==> config.mk <==
export PLATFORM = sky130hd
export DESIGN_NAME = mem_port_arbiter
export DESIGN_NICKNAME = d
export VERILOG_FILES = /design/src/rtl/mem_port_arbiter.sv
export SDC_FILE = /design/constraint.sdc
export NUM_CORES = 1
export LEC_CHECK = 0
export ABC_AREA = 1
export BUFFER_PORTS_ARGS = -buffer_cell sky130_fd_sc_hd__buf_2
export CORE_AREA = 2 2 113 115
export CTS_CLUSTER_SIZE = 20
export DETAILED_ROUTE_END_ITERATION = 8
export DIE_AREA = 0 0 115 117
export PLACE_DENSITY = 0.92
export SLEW_MARGIN = 20
export SYNTH_ARGS = -nofsm -noshare
export SYNTH_HDL_FRONTEND = slang
export SYNTH_SLANG_ARGS = --single-unit
==> constraint.sdc <==
create_clock -name clk -period 3.7 [get_ports clk]
set_input_delay 0.37 -clock clk [delete_from_list [all_inputs] [get_ports clk]]
set_output_delay 0.37 -clock clk [all_outputs]
set_load 0.1 [all_outputs]
==> src/rtl/mem_port_arbiter.sv <==
// mem_port_arbiter: shares one single-port memory between the fetch (I) and
// memory (D) stages. One transaction in flight at a time. D has priority,
// capped by a fairness counter. A watchdog aborts transactions that never ack.
module mem_port_arbiter #(
  parameter int XLEN       = 32,
  parameter int FAIR_LIMIT = 4,
  parameter int TIMEOUT    = 255
) (
  input  logic            clk,
  input  logic            reset,
  input  logic            IReq,
  input  logic [XLEN-1:0] IAddr,
  output logic [XLEN-1:0] IRdata,
  output logic            IDone,
  input  logic            DReq,
  input  logic            DWe,
  input  logic [XLEN-1:0] DAddr,
  input  logic [XLEN-1:0] DWdata,
  output logic [XLEN-1:0] DRdata,
  output logic            DDone,
  output logic            MemReq,
  output logic            MemWe,
  output logic [XLEN-1:0] MemAddr,
  output logic [XLEN-1:0] MemWdata,
  input  logic [XLEN-1:0] MemRdata,
  input  logic            MemAck,
  output logic            BusErr
);

  localparam int FAIR_W = $clog2(FAIR_LIMIT + 1);
  localparam int WD_W   = $clog2(TIMEOUT + 1);
  localparam logic [FAIR_W-1:0] FAIR_MAX = FAIR_W'(FAIR_LIMIT);
  // Last BUSY cycle allowed without an ack; no ack here means abort.
  localparam logic [WD_W-1:0]   WD_LAST  = WD_W'(TIMEOUT - 1);

  typedef enum logic [1:0] {
    S_IDLE   = 2'd0,
    S_BUSY_I = 2'd1,
    S_BUSY_D = 2'd2
  } state_t;

  state_t              r_state, w_next_state;
  logic                r_mem_req, w_mem_req;
  logic                r_mem_we, w_mem_we;
  logic [XLEN-1:0]     r_mem_addr, w_mem_addr;
  logic [XLEN-1:0]     r_mem_wdata, w_mem_wdata;
  logic [XLEN-1:0]     r_irdata, w_irdata;
  logic [XLEN-1:0]     r_drdata, w_drdata;
  logic                r_idone, w_idone;
  logic                r_ddone, w_ddone;
  logic                r_buserr, w_buserr;
  logic [FAIR_W-1:0]   r_fair_cnt, w_fair_cnt;
  logic [WD_W-1:0]     r_wd_cnt, w_wd_cnt;
  logic                w_d_wins, w_grant_d, w_grant_i;

  // State and output registers; reset drops MemReq immediately.
  always_ff @(posedge clk or negedge reset) begin
    if (!reset) begin
      r_state     <= S_IDLE;
      r_mem_req   <= 1'b0;
      r_mem_we    <= 1'b0;
      r_mem_addr  <= '0;
      r_mem_wdata <= '0;
      r_irdata    <= '0;
      r_drdata    <= '0;
      r_idone     <= 1'b0;
      r_ddone     <= 1'b0;
      r_buserr    <= 1'b0;
      r_fair_cnt  <= '0;
      r_wd_cnt    <= '0;
    end else begin
      r_state     <= w_next_state;
      r_mem_req   <= w_mem_req;
      r_mem_we    <= w_mem_we;
      r_mem_addr  <= w_mem_addr;
      r_mem_wdata <= w_mem_wdata;
      r_irdata    <= w_irdata;
      r_drdata    <= w_drdata;
      r_idone     <= w_idone;
      r_ddone     <= w_ddone;
      r_buserr    <= w_buserr;
      r_fair_cnt  <= w_fair_cnt;
      r_wd_cnt    <= w_wd_cnt;
    end
  end

  // Arbitration, fairness, watchdog and next-state/next-output logic.
  always_comb begin
    w_next_state = r_state;
    w_mem_req    = r_mem_req;
    w_mem_we     = r_mem_we;
    w_mem_addr   = r_mem_addr;
    w_mem_wdata  = r_mem_wdata;
    w_irdata     = r_irdata;
    w_drdata     = r_drdata;
    w_idone      = 1'b0;
    w_ddone      = 1'b0;
    w_buserr     = r_buserr;
    w_fair_cnt   = r_fair_cnt;
    w_wd_cnt     = r_wd_cnt;

    // Arbitrate on the raw requests, then suppress the grant if the winner is
    // still showing Done: its Req belongs to the access that just finished.
    // When D still claims priority in its Done cycle the slot stays empty
    // rather than passing to I, so back-to-back D traffic counts toward the
    // fairness limit instead of strictly alternating.
    w_d_wins  = DReq & (~IReq | (r_fair_cnt < FAIR_MAX));
    w_grant_d = (r_state == S_IDLE) & w_d_wins & ~r_ddone;
    w_grant_i = (r_state == S_IDLE) & ~w_d_wins & IReq & ~r_idone;

    if (!IReq || w_grant_i) begin
      w_fair_cnt = '0;
    end else if (w_grant_d && (r_fair_cnt < FAIR_MAX)) begin
      w_fair_cnt = r_fair_cnt + FAIR_W'(1);
    end

    case (r_state)
      S_IDLE: begin
        if (w_grant_d) begin
          w_mem_req    = 1'b1;
          w_mem_we     = DWe;
          w_mem_addr   = DAddr;
          w_mem_wdata  = DWdata;
          w_wd_cnt     = '0;
          w_next_state = S_BUSY_D;
        end else if (w_grant_i) begin
          w_mem_req    = 1'b1;
          w_mem_we     = 1'b0;
          w_mem_addr   = IAddr;
          w_mem_wdata  = '0;
          w_wd_cnt     = '0;
          w_next_state = S_BUSY_I;
        end
      end
      S_BUSY_I, S_BUSY_D: begin
        // An ack on the final allowed cycle still completes normally.
        if (MemAck) begin
          w_mem_req    = 1'b0;
          w_next_state = S_IDLE;
          if (r_state == S_BUSY_I) begin
            w_irdata = MemRdata;
            w_idone  = 1'b1;
          end else begin
            if (!r_mem_we) w_drdata = MemRdata;
            w_ddone = 1'b1;
          end
        end else if (r_wd_cnt == WD_LAST) begin
          w_mem_req    = 1'b0;
          w_buserr     = 1'b1;
          w_next_state = S_IDLE;
          if (r_state == S_BUSY_I) begin
            w_irdata = '0;
            w_idone  = 1'b1;
          end else begin
            w_drdata = '0;
            w_ddone  = 1'b1;
          end
        end else begin
          w_wd_cnt = r_wd_cnt + WD_W'(1);
        end
      end
      default: begin
        w_mem_req    = 1'b0;
        w_next_state = S_IDLE;
      end
    endcase
  end

  assign IRdata   = r_irdata;
  assign IDone    = r_idone;
  assign DRdata   = r_drdata;
  assign DDone    = r_ddone;
  assign MemReq   = r_mem_req;
  assign MemWe    = r_mem_we;
  assign MemAddr  = r_mem_addr;
  assign MemWdata = r_mem_wdata;
  assign BusErr   = r_buserr;

endmodule

==> flow_metrics.py <==
metrics = {
    "setup_path": {
        "cp-end-kind": "flip-flop",
        "slowest_delay_ns": 0.73,
        "crit_path_top_delay_cell": "nand4_2",
        "timing.critical_path.buf_inv": 2,
        "cp.required_ns": 4.02,
        "r2r_cells": 7,
        "path_max_fanout": 65,
        "critical-path-top-delay-family": "simple AND/OR/NAND/NOR gates",
        "path_class": "reg -> reg",
        "path_cells": "inv_1, ha_1, nand4_2, nand2_2, buf_4, nor2_1, a31oi_1",
        "start_kind": "flip-flop",
        "worst_ep_arrival_time_ns": 2.97,
        "r2r_slack_ns": 1.05,
        "timing.rr.start": "r_state[0]",
        "crit_start": "r_state[0]",
        "rr_endpoint": "MemAddr[15]",
    },
    "sta": {
        "min_period_ns": 2.65,
        "slew_headroom": 0.329,
        "final.setup.tns_ns": 0,
        "rsz0062_at_grt": "no",
        "max_freq_ghz": 0.378,
        "timing.final.crit_share": 0.715,
        "drv_slew": 0,
        "worst_slack_ns": 1.05,
        "setup_viol": 0,
        "finalHoldViolations": 0,
        "finalClockSkew_ns": 0.0115,
        "tightest_slew_ns": 1.01,
    },
    "cells_and_area": {
        "area_growth_pct": 31.4,
        "drive_above_1_share": 0.369,
        "final_nets": 1068,
        "fillers": 981,
        "antenna-diode-count": 0,
        "final_area_sq_mm": 0.00811,
    },
    "run_status": {
        "status": "completed",
    },
    "floorplan": {
        "core_area_sq_mm": 0.0123,
        "die_h_um": 117,
        "dieArea_sq_mm": 0.0135,
        "num_rows": 41,
        "io-pin-count": 267,
        "die_x_um": 115,
        "start_util": 0.501,
    },
    "cts": {
        "clk_pin_slew_worst_paths_ns": 0.06,
        "cts_sinks": 146,
        "clk_latency_ns": 0.42,
        "clock-root-buffer": "clkbuf_16",
        "cts.repair.resized": 0,
        "cts_tree": "done",
        "hold_buffers": 0,
        "numCtsBuffers": 17,
        "cts_max_path_buffers": 2,
        "cts_max_level": 4,
        "cts_setup_buffers": 0,
    },
    "placed_design": {
        "numPortBuffers": 266,
        "place.gp.congestion": 0.807,
        "pre_cts_ws_ns": 1.10,
        "dp_hpwl_um": 11100,
        "place_area_sq_mm": 0.00750,
    },
    "routing": {
        "routed_wl_um": 16100,
        "wire_per_inst_um": 14.8,
        "dr.pass1.iters": 5,
        "via_count": 5552,
        "viasPerCell": 5.08,
        "ant_nets": 0,
        "first_iter_violations": 437,
        "drc_errors": 0,
    },
    "yosys": {
        "ys_ff_latch": 146,
        "ys_seq_area_frac": 0.592,
        "synth_area_sq_mm": 0.00617,
        "synthCells": 679,
        "synth_area_per_cell_sq_um": 9.09,
        "ys_types": 27,
        "syn_nets": 818,
        "yosys_warnings": 0,
    },
    "grt": {
        "grt_pass1_vias": 5140,
        "grt_pass1_wl_um": 24900,
        "grt_antenna_before_repair": 0,
        "grt_usage": 0.239,
        "grt_max_degree": 90,
        "overflow": 0,
    },
    "run": {
        "cap_violations": 0,
    },
    "worst_hold_path": {
        "hp-class": "in -> async",
    },
}
kinds of logic after synthesis:
family	Yosys count	share of synthesized area
buffers and inverters	54	0.0491
adders and majority gates	5	0.0101
AOI/OAI and AO/OA	114	0.114
and+or+nand+nor	360	0.234
DFF	146	0.592
area by class of cell:
cell class / instances / area, sq um / share of cell area
Multi-Input combinational cell: 479 / 2220 / 0.274
Timing Repair Buffer: 270 / 1380 / 0.170
Sequential cell: 146 / 3650 / 0.451
Clock buffer: 21 / 480 / 0.0593
Tap cell: 150 / 188 / 0.0231
Clock inverter: 11 / 126 / 0.0156
Inverter: 15 / 56.3 / 0.00694
worst register-to-register path: stages, from the launching register on:
cell	delay, ns
dfrtp_1	0.39
inv_1	0.06
ha_1	0.25
nand4_2	0.73
nand2_2	0.26
buf_4	0.52
nor2_1	0.14
a31oi_1	0.20
cells in the final DEF, fill, tap and decap left out, types with 2 or more instances in the layout:
cell type / netlist / routed
clkbuf_8: 0 / 4
a31oi_1: 32 / 32
nand3_1: 9 / 9
inv_1: 15 / 15
ha_1: 5 / 5
clkinv_2: 0 / 2
bufinv_16: 0 / 2
nand2_2: 13 / 14
dfrtp_1: 146 / 146
a21oi_1: 3 / 3
o21ai_0: 2 / 2
or2_2: 2 / 2
nand2_1: 289 / 288
clkinvlp_4: 0 / 4
o21ai_1: 51 / 51
nor2_1: 40 / 39
o21bai_1: 2 / 2
clkbuf_16: 0 / 17
inv_6: 0 / 2
buf_2: 17 / 265
o21ai_2: 23 / 23
buf_4: 2 / 3
cell usage after synthesis:
cell type	n	area (sq um)
clkbuf_1	10	37.5
nor2_2	1	6.26
inv_1	15	56.3
a31oi_1	32	200
dfrtp_1	146	3650
nand2_1	289	1080
buf_2	17	85.1
nand4_1	1	6.26
o21ai_2	23	201
o21ai_0	2	10.0
o21ai_1	51	255
nand2_2	13	81.3
a21oi_1	3	15.0
a31o_2	1	8.76
nand3b_1	1	7.51
buf_6	9	101
or2_2	2	12.5
nand4_2	1	12.5
nand3_2	1	10.0
nand2_4	1	11.3
nand3_4	1	17.5
ha_1	5	62.6
o21bai_1	2	15.0
clkbuf_4	1	7.51
nor2_1	40	150
buf_4	2	15.0
nand3_1	9	45.0
worst max-delay path by stage:
| stage | to | depth (start not counted) | slack, ns |
|---|---|---|---|
| finish | MemAddr[15] | 7 | 1.05 |
| global route | r_state[0] | 7 | 0.77 |
| CTS | MemAddr[15] | 7 | 1.06 |
| detailed placement | r_state[0] | 7 | 1.10 |
| global placement | r_state[0] | 7 | 1.16 |
| floorplan | MemAddr[23] | 7 | 1.82 |
flip-flops by register name, summed over array words and instances (netlist names):
name,cells
MemWdata,32
IRdata,32
BusErr,1
MemAddr,32
DDone,1
r_fair_cnt,3
DRdata,32
IDone,1
MemReq,1
r_wd_cnt,8
r_state,2
MemWe,1
metrics by stage:
stage | instances | hold slack, ns | util
floorplan | 679 | 0.0744 | -
global route | 1092 | 0.0832 | 0.659
CTS | 1092 | 0.0468 | 0.659
finish | 1092 | 0.0119 | 0.659
detailed placement | 1060 | 0.458 | 0.609
global placement | 1060 | 0.450 | 0.609
metal layers:
| metal | vias up | routed length (um) | global-route usage |
|---|---|---|---|
| li1 | 2687 | - | - |
| met4 | 0 | 427 | 0.106 |
| met5 | - | 0 | 0 |
| met1 | 2594 | 6570 | 0.308 |
| met3 | 39 | 972 | 0.0536 |
| met2 | 232 | 8170 | 0.391 |
Power is not shown: default switching activity piles up to over one toggle a cycle in this logic, so the estimate is an artifact.
